--- src/rtl/hazard_scoreboard.sv ---
// hazard_scoreboard: destination-register delay line (EX, MEM, WB) compared
// against the decode-stage source registers. It produces the decode stall and
// bubble injection, plus the per-operand forwarding selects for the ALU muxes.
//
// Build option HAZARD_FWD_EN:
//   defined   - full forwarding; only a load-use hazard stalls (one cycle).
//   undefined - no forwarding (selects tied to 00); decode stalls while any
//               slot holds a producer of an active source operand.
module hazard_scoreboard #(
  parameter int REG_AW = 5,
  parameter int CNT_W  = 16
) (
  input  logic              clk,
  input  logic              reset,
  input  logic              id_valid,
  input  logic [REG_AW-1:0] id_rs1,
  input  logic              id_rs1_use,
  input  logic [REG_AW-1:0] id_rs2,
  input  logic              id_rs2_use,
  input  logic [REG_AW-1:0] id_rd,
  input  logic              id_rd_we,
  input  logic              id_is_load,
  input  logic              flush,
  output logic              stall,
  output logic [1:0]        fwd_a,
  output logic [1:0]        fwd_b,
  output logic              wb_valid,
  output logic [REG_AW-1:0] wb_rd,
  output logic [CNT_W-1:0]  stall_count
);

  // One producer entry of the delay line. The load flag only matters while
  // the producer sits in EX, so it is kept beside the EX slot alone.
  typedef struct packed {
    logic              v;
    logic [REG_AW-1:0] rd;
  } dst_t;

  // Operand select encoding seen by the ALU operand muxes.
  typedef enum logic [1:0] {
    FWD_RF    = 2'b00,
    FWD_EXMEM = 2'b01,
    FWD_MEMWB = 2'b10,
    FWD_WB    = 2'b11
  } fwd_sel_e;

  dst_t             ex_q,  ex_d;
  dst_t             mem_q, mem_d;
  dst_t             wb_q,  wb_d;
  logic             ex_ld_q, ex_ld_d;
  logic [CNT_W-1:0] cnt_q, cnt_d;
  dst_t             dec_dst;

  // Per-slot, per-operand match terms. A slot is only valid when it writes a
  // non-zero rd, so x0 can never produce a hazard.
  logic m_ex_a, m_mem_a, m_wb_a;
  logic m_ex_b, m_mem_b, m_wb_b;

  assign m_ex_a  = ex_q.v  & (ex_q.rd  == id_rs1) & id_rs1_use & id_valid;
  assign m_mem_a = mem_q.v & (mem_q.rd == id_rs1) & id_rs1_use & id_valid;
  assign m_wb_a  = wb_q.v  & (wb_q.rd  == id_rs1) & id_rs1_use & id_valid;
  assign m_ex_b  = ex_q.v  & (ex_q.rd  == id_rs2) & id_rs2_use & id_valid;
  assign m_mem_b = mem_q.v & (mem_q.rd == id_rs2) & id_rs2_use & id_valid;
  assign m_wb_b  = wb_q.v  & (wb_q.rd  == id_rs2) & id_rs2_use & id_valid;

`ifdef HAZARD_FWD_EN
  // Youngest producer wins; a load in EX cannot forward yet, so it falls
  // through to the older slots (the stall covers that cycle anyway).
  function automatic fwd_sel_e pick_fwd(input logic ex_hit, input logic mem_hit,
                                        input logic wb_hit);
    if (ex_hit)       return FWD_EXMEM;
    else if (mem_hit) return FWD_MEMWB;
    else if (wb_hit)  return FWD_WB;
    else              return FWD_RF;
  endfunction
`else
  // Without forwarding the load flag has no consumer.
  logic unused_ex_ld;
  assign unused_ex_ld = ex_ld_q;
`endif

  // Stall and forwarding selects, zero-cycle from slots and decode inputs.
  always_comb begin
    // NOTE: every output of a combinational block gets a default first;
    // a path that leaves one unassigned would infer a latch.
    stall = 1'b0;
    fwd_a = FWD_RF;
    fwd_b = FWD_RF;
`ifdef HAZARD_FWD_EN
    stall = ex_ld_q & (m_ex_a | m_ex_b);
    fwd_a = pick_fwd(m_ex_a & ~ex_ld_q, m_mem_a, m_wb_a);
    fwd_b = pick_fwd(m_ex_b & ~ex_ld_q, m_mem_b, m_wb_b);
`else
    stall = m_ex_a | m_mem_a | m_wb_a | m_ex_b | m_mem_b | m_wb_b;
`endif
  end

  // Destination entry the decode instruction would place into EX.
  always_comb begin
    dec_dst.v  = id_valid & id_rd_we & (id_rd != '0);
    dec_dst.rd = id_rd;
  end

  // Slot shift with bubble injection; flush outranks stall and also kills
  // the instruction entering MEM, while WB still retires the old MEM entry.
  always_comb begin
    wb_d    = mem_q;
    mem_d   = ex_q;
    ex_d    = dec_dst;
    ex_ld_d = id_is_load & dec_dst.v;
    if (flush) begin
      mem_d   = '0;
      ex_d    = '0;
      ex_ld_d = 1'b0;
    end else if (stall) begin
      ex_d    = '0;
      ex_ld_d = 1'b0;
    end
  end

  // Saturating count of stall cycles.
  always_comb begin
    cnt_d = cnt_q;
    if (stall && (cnt_q != '1)) begin
      cnt_d = cnt_q + CNT_W'(1);
    end
  end

  // State registers; reset clears every slot and the counter immediately.
  always_ff @(posedge clk or posedge reset) begin
    if (reset) begin
      ex_q    <= '0;
      ex_ld_q <= 1'b0;
      mem_q   <= '0;
      wb_q    <= '0;
      cnt_q   <= '0;
    end else begin
      // NOTE: non-blocking assignments here so every slot samples the value
      // its neighbour held before this edge, which is what makes it shift.
      ex_q    <= ex_d;
      ex_ld_q <= ex_ld_d;
      mem_q   <= mem_d;
      wb_q    <= wb_d;
      cnt_q   <= cnt_d;
    end
  end

  assign wb_valid    = wb_q.v;
  assign wb_rd       = wb_q.rd;
  assign stall_count = cnt_q;

endmodule

--- config.mk ---
export PLATFORM = sky130hd
export DESIGN_NAME = hazard_scoreboard
export DESIGN_NICKNAME = d
export VERILOG_FILES = /design/src/rtl/hazard_scoreboard.sv
export SDC_FILE = /design/constraint.sdc
export NUM_CORES = 1
export LEC_CHECK = 0
export CAP_MARGIN = 10
export CELL_PAD_IN_SITES_DETAIL_PLACEMENT = 0
export CELL_PAD_IN_SITES_GLOBAL_PLACEMENT = 2
export CORE_ASPECT_RATIO = 1.75
export CORE_MARGIN = 5
export CORE_UTILIZATION = 32
export CTS_CLUSTER_DIAMETER = 40
export DETAILED_ROUTE_END_ITERATION = 8
export GPL_TIMING_DRIVEN = 0
export PLACE_DENSITY = 0.91
export SYNTH_ARGS = -nofsm -noshare
export SYNTH_HDL_FRONTEND = slang
export SYNTH_SLANG_ARGS = --single-unit
--- constraint.sdc ---
create_clock -name clk -period 5.4 [get_ports clk]
set_input_delay 1.08 -clock clk [delete_from_list [all_inputs] [get_ports clk]]
set_output_delay 1.08 -clock clk [all_outputs]
set_load 0.01 [all_outputs]
# == After elaboration in Yosys (flattened, before gate mapping) ==
# Cells that the tools add are included.
# op_classes
n_addsub,1
n_eq_ne,7
mux,3
bitwise_logic,25
reduce_logical,2
# op_table
cell,count
$eq A5 B5 Y1,6
$and A1 B1 Y1,20
$mux W6,3
$add A16 B1 Y16 const B,1
$ne A16 B16 Y1 const B,1
$or A1 B1 Y1,5
$reduce_bool A5 Y1,1
$logic_and A1 B1 Y1,1
# word_totals
reg_bits,34
inputBits,23
output_inout_bits,27

# == Longest topological paths before layout ==
# Gate-level depths: netlist (run 1).
# logic_depth
word_depth,11
ltp_mapped,7
mapped_depth_nobuf,7

# == Worst setup path before layout (run 1) ==
# OpenSTA, ideal clock, no wires.
# synth_timing
path_type,input-to-output
from,in id_rs2[2]
to,out stall
arrival_ns,1.887
required_ns,4.320
path_slack_ns,2.433
path_stages,5
n_path_buf,1
cell_sequence,xnor2_1 > nand4_1 > o22a_1 > a31oi_4 > buf_6
# synth_between
elab_chain_cells,7
word_cells_on_any_way,15
# synth_rtl
item,line_no,source
"start, declared",18,"input logic [REG_AW-1:0] id_rs2,"
$eq A5 B5 Y1,62,assign m_ex_b = ex_q.v & (ex_q.rd == id_rs2) & id_rs2_use & id_valid;
$and A1 B1 Y1 (3 in series),62,
$or A1 B1 Y1 (2 in series),94,stall = m_ex_a | m_mem_a | m_wb_a | m_ex_b | m_mem_b | m_wb_b;
$or A1 B1 Y1 (*),94,
"end, declared",24,"output logic stall,"
# Every way passes the cells marked *; elsewhere a longest branch is shown, timed or not.

# == Final worst setup path (run 1) ==
# Ends and elaborated chain as after synthesis.

==> run_results.csv, run 1 <==
group,metric,value,unit
power_and_ir_drop,swShare,23.6,%
power_and_ir_drop,switchingPower,126,uW
worst_setup_path,crit_path_start_kind,"input pin",
synth,syn_area_per_cell,11.2,sq um
route,detail_route.wl_per_cell,14.7,um
worst_setup_path,cp_data_required_time,4.32,ns
route,wl_met2,2.09,mm
floorplan,core_area,5260,sq um
clocking,cts-root-buf,"clkbuf_8",
synth,synth_xor_area_share,22.2,%
final_layout,num-nets-final,234,
final_layout,fin_area,2370,sq um
sta,period_minus_slack,4.25,ns
synth,synth-async-reset-ratio,100,%
power_and_ir_drop,p_per_area,225,nW/um^2
floorplan,start_util,33.0,%
clocking,postCtsResizedCells,0,
route,wl_met3,146,um
power_and_ir_drop,ir_drop,123,uV
route,via_count,1302,
power_and_ir_drop,pwr-share-seq,50.8,%
synth,synthCells,155,
synth,muxShareOfSynthArea,1.52,%
synth,yosys_warnings,0,
sta,fin_tns_setup,0,ns
sta,rsz0062_at_grt,"false",
power_and_ir_drop,power.share.clock,35.7,%
clocking,clk-insertion-delay-late,0.28,ns
route,vias_per_cell,4.89,
final_layout,final_cells,266,
placed_design,place_area,2280,sq um
synth,synth.largest_area_cell,"dfrtp_1",
synth,synth_ff_type,"dfrtp_1",
sta,max_slew_margin,51.2,%
floorplan,rows,35,
clocking,clk_pin_slew_worst_paths,0.07,ns
global_route,grt.total_usage,12.2,%
synth,synthTopCellsByCount,"xnor2_1 (44), dfrtp_1 (34), nand3_1 (13)",
placed_design,port-buffer-count,44,
final_layout,regArea,851,sq um
global_route,grt_pass1_vias,1340,
route,wl_met1,1.58,mm
run,maxCapViolCount,0,
sta,tightest_slew,0.731,ns
worst_setup_path,worstPathMaxFanout,10,
final_layout,diodes,0,
synth,ys_top_cells_by_area,"dfrtp_1 (49%), xnor2_1 (22%), nand4_1 (4.3%), nand3_1 (3.8%), and2_1 (2.2%)",
clocking,holdBufCountCts,0,
floorplan,die_h,107,um
min_path,hold_path_depth,0,
placed_design,dp.cells,258,
clocking,clock_path_buffers,2,
floorplan,die_area,7050,sq um
synth,syn_area,1730,sq um
global_route,grt_overflow,0,
sta,timing.fmax,0.236,GHz
clocking,tritoncts,"done",
worst_setup_path,end_kind,"output pin",
power_and_ir_drop,combPwrFrac,13.5,%
clocking,cts.sink_count,34,
synth,yosysMostFrequentCell,"xnor2_1",
synth,yosysSeqAreaShare,49.1,%
min_path,hold_path.class,"register to register",
route,dr.pass1.iters,4,
final_layout,area_growth,36.9,%
route,routed_wl,3.91,mm
clocking,postCtsSetupBuffers,0,
global_route,grt_max_degree,19,
clocking,cts_max_level,2,
sta,timing.final.setup_violations,0,
power_and_ir_drop,p_leak,0.958,nW
clocking,numCtsBuffers,5,
sta,hold_violations,0,
sta,slew_violations,0,
power_and_ir_drop,internal_power,408,uW
placed_design,gp_congestion,0.778,
sta,skew,0.00876,ns
final_layout,fillers,501,
global_route,antenna_found_initial,0,
sta,whs,0.420,ns
synth,synth_compound_area_share,3.25,%
synth,yosysTopAreaCellShare,49.1,%
worst_setup_path,critical_path_class,"input pin to output pin",
synth,synth_top_family_by_area,"XOR/XNOR gates",
final_layout,multi_input_area,842,sq um
worst_setup_path,rr_worst_depth,7,
synth,synth_cell_types,25,
worst_setup_path,r2r_slack,3.38,ns
route,routed.top_layer,"met4",
synth,synth-seq-cells,34,
route,ant_nets,0,
sta,fin_crit_sh,78.6,%
worst_setup_path,arrival,3.17,ns
run_status,status,"finished, final reports clean",
synth,synth_edf_count,0,
final_layout,drive_gt1_share,9.00,%
route,drc,0,
global_route,grt_pass1_wl,6.51,mm
synth,synth_adder_area_share,0.722,%
placed_design,dp_hpwl,3.12,mm
route,first_iter_violations,14,
min_path,hold_end,"wb_valid",
worst_setup_path,r2r_start,"stall_count[0]",
synth,yosys.area_share.simple,20.0,%
floorplan,dieWidth,65.7,um
floorplan,io_pins,50,
min_path,worstHoldStart,"mem_q[5]",
worst_setup_path,regToRegEndpoint,"stall_count[6]",
==> worst max path at each step <==
stage               startpoint  slack (ns)  depth (start not counted)    end
floorplan            id_rs2[2]        2.43                          5  stall
global placement     id_rs1[2]        1.14                          7  stall
detailed placement   id_rs1[4]        1.14                          7  stall
CTS                  id_rs1[4]        1.13                          7  stall
global route         id_rs2[4]        1.07                          7  stall
finish               id_rs2[2]        1.15                          7  stall
==> layer usage <==
metal,vias up,GRT usage [%]
met1,622,14.4
li1,640,-
met3,7,2.40
met5,-,0
met2,33,20.1
met4,0,6.97
==> worst max-delay path: stages <==
cell and delay [ns]:
clkdlybuf4s50_1 0.58, xnor2_1 0.17, nand4_1 0.11, o22a_1 0.26, a31oi_4 0.23, buf_6 0.18, clkdlybuf4s50_1 0.54
==> through the flow <==
| step | setup slack [ns] | power [mW] | util [%] |
|---|---|---|---|
| after floorplan | 2.43 | 0.310 | - |
| after global placement | 1.14 | 0.347 | 42.9 |
| after detailed placement | 1.14 | 0.350 | 43.4 |
| after CTS | 1.13 | 0.544 | 45.2 |
| after global routing | 1.07 | 0.562 | 45.2 |
| final | 1.15 | 0.534 | 45.2 |
==> area by class of cell <==
type | count | area share [%]
buffer | 5 | 1.74
timing repair buffer | 45 | 19.7
sequential | 34 | 35.8
multi-input combinational | 116 | 35.5
inverter | 3 | 0.474
clock inverter | 1 | 0.211
tap | 55 | 2.90
clock buffer | 7 | 3.64
==> sequential cells by signal, summed over array words and instances (netlist names) <==
name	count
stall_count	16
ex_q	6
mem_q	6
wb_rd	5
wb_valid	1
==> cell usage in the layout (no fill, tap or decap), types with 2 or more instances in the layout <==
master,Yosys,layout
dfrtp_1,34,34
nand4_1,12,12
nand2_1,6,6
buf_4,4,4
inv_1,3,3
conb_1,1,4
o22a_1,3,3
and3_1,5,5
nor2b_1,6,6
clkdlybuf4s50_1,0,44
and3_2,2,2
nor2_1,3,3
and2_1,6,6
and4_1,2,2
clkbuf_8,0,6
nand3_1,13,13
xnor2_1,44,44
nor3_1,2,2
==> logic make-up after synthesis <==
kind of cell / Yosys count
AOI/OAI and AO/OA: 5
xor gates and xnor gates: 44
other: 1
muxes: 2
DFF: 34
adders and majority gates: 1
and+or+nand+nor: 60
buffers and inverters: 8
==> power groups by stage <==
stage          combinational (mW)  sequential [mW]  clock, mW
2_1_floorplan              0.0334            0.277          0
3_3_place_gp               0.0709            0.276          0
3_5_place_dp               0.0735            0.277          0
4_1_cts                    0.0738            0.272      0.198
5_1_grt                    0.0794            0.273      0.209
6_report                   0.0721            0.271      0.191
(Power assumes the default switching activity.)
==> run 2, diff against run 1 <==
- CORE_UTILIZATION: 32 -> 26
- PLACE_DENSITY: 0.91 -> 0.8
- clock period: 5.4 -> 3.5 ns (I/O delays scaled with it)
==> run 2 against run 1 <==
  * Global-route usage fell by 1.3 points
  * Final area rose by 4.5%
  * Utilization fell by 7.2 points
  * Worst hold slack got worse by 0.018 ns
  * Sequential share of layout area fell by 1.6 points
  * Sequential power rose by 55%
  * Non-clock buffer count did not move
  * Total power rose by 76%
  * Register-to-register slack got worse by 2.0 ns
  * Largest power group unchanged
==> run_results.csv, run 2 (same netlist as run 1, synthesis figures left out) <==
group,metric,value,unit
worst_setup_path,critical_path_class,"input pin to output pin",
sta,period_minus_slack,3.06,ns
power_and_ir_drop,finalPower,942,uW
route,dr.pass1.iters,2,
route,via_count,1301,
route,detail_route.wl_per_cell,14.7,um
global_route,grt_overflow,0,
clocking,postCtsSetupBuffers,0,
sta,skew,0.00398,ns
sta,timing.final.setup_violations,0,
route,routed_wl,4.31,mm
global_route,antenna_found_initial,0,
clocking,cts_max_level,2,
run_status,status,"finished, final reports clean",
placed_design,gp_congestion,0.717,
final_layout,area_growth,43.1,%
worst_setup_path,arrival,2.36,ns
power_and_ir_drop,ir_drop,227,uV
sta,fin_tns_setup,0,ns
sta,timing.fmax,0.327,GHz
route,drc,0,
final_layout,layout_common_cells,"xnor2_1 (41), clkdlybuf4s50_1 (40), dfrtp_1 (34)",
final_layout,diodes,0,
sta,fin_crit_sh,87.3,%
global_route,grt_max_degree,21,
sta,rsz0062_at_grt,"false",
global_route,grt_pass1_vias,1462,
global_route,grt.total_usage,10.9,%
min_path,hold_path.class,"register to register",
route,ant_nets,0,
sta,whs,0.402,ns
placed_design,dp_hpwl,3.39,mm
final_layout,final_common_cell,"xnor2_1",
floorplan,die_h,118,um
floorplan,dieWidth,71.7,um
route,vias_per_cell,4.46,
sta,max_slew_margin,54.9,%
run,maxCapViolCount,0,
floorplan,io_pins,50,
clocking,cts-root-buf,"clkbuf_16",
worst_setup_path,cp_data_required_time,2.80,ns
clocking,holdBufCountCts,0,
clocking,clk-insertion-delay-late,0.27,ns
route,first_iter_violations,45,
final_layout,largest_reg_flops,16,
worst_setup_path,crit_path_start_kind,"input pin",
final_layout,drive_gt1_share,9.52,%
final_layout,fillers,682,
sta,setup_ws,0.445,ns
worst_setup_path,worstPathMaxFanout,10,
clocking,tritoncts,"done",
clocking,numCtsBuffers,5,
sta,hold_violations,0,
final_layout,num-nets-final,234,
power_and_ir_drop,p_per_area,379,nW/um^2
worst_setup_path,end_kind,"output pin",
clocking,clock_path_buffers,2,
floorplan,core_area,6540,sq um
floorplan,start_util,26.5,%
final_layout,final_core_util,37.9,%
clocking,cts.sink_count,34,
global_route,grt_pass1_wl,7.14,mm
power_and_ir_drop,p_leak,1.04,nW
placed_design,preCtsSetupSlack,0.0227,ns
sta,tightest_slew,0.676,ns
placed_design,port-buffer-count,44,
sta,slew_violations,0,
clocking,clk_pin_slew_worst_paths,0.05,ns
floorplan,die_area,8470,sq um
floorplan,rows,39,
-- run 2: area by class of cell --
type / instances / area (sq um) / share of cell area (%)
Inverter: 3 / 11.3 / 0.454
Clock buffer: 7 / 133 / 5.35
Timing Repair Buffer: 45 / 478 / 19.3
Multi-Input combinational cell: 116 / 865 / 34.8
Sequential cell: 34 / 851 / 34.3
Buffer: 5 / 41.3 / 1.66
Tap cell: 82 / 103 / 4.14
-- run 2: metal layers --
metal / track usage (%) / vias to the layer above / wire length [um]
li1: - / 637 / -
met1: 12.5 / 615 / 1750
met2: 19.1 / 44 / 2180
met3: 3.50 / 5 / 314
met4: 2.82 / 0 / 58
met5: 0 / - / 0
-- run 2: worst paths after layout --
| kind | from | to | slack (ns) | depth (start not counted) |
|---|---|---|---|---|
| max in group asynchronous | reset | ex_q[3] | 2.13 | 3 |
| min reg2reg | mem_q[5] | wb_valid | 0.40 | 0 |
| min in group asynchronous | reset | stall_count[0] | 0.83 | 2 |
| max reg2reg | stall_count[0] | stall_count[6] | 1.43 | 7 |
| max | id_rs2[1] | stall | 0.44 | 7 |
| min | mem_q[5] | wb_valid | 0.40 | 0 |
-- run 2: worst max-delay path, stage by stage --
cell,delay (ns)
clkdlybuf4s50_1,0.56
xnor2_1,0.15
nand4_1,0.11
o22a_1,0.27
a31oi_4,0.23
buf_6,0.17
dlymetal6s2s_1,0.17
-- run 2: repair_timing --
action,CTS,global route
endpoints found under the setup margin,0,1
hold endpoints to repair,0,0
resized for setup,0,7
-- run 2: report_power, final --
part           switching (mW)  internal (mW)  leakage [nW]
clock network           0.146          0.260        0.0640
registers              0.0139          0.406         0.463
logic                  0.0480         0.0676         0.508
total                   0.208          0.733          1.04
-- run 2: per-stage QoR --
| step | instance area (sq um) | cells |
|---|---|---|
| 5_1_grt | 2480 | 292 |
| 4_1_cts | 2450 | 292 |
| 6_report | 2480 | 292 |
| 3_5_place_dp | 2320 | 285 |
| 3_3_place_gp | 2290 | 284 |
| 2_1_floorplan | 1750 | 158 |
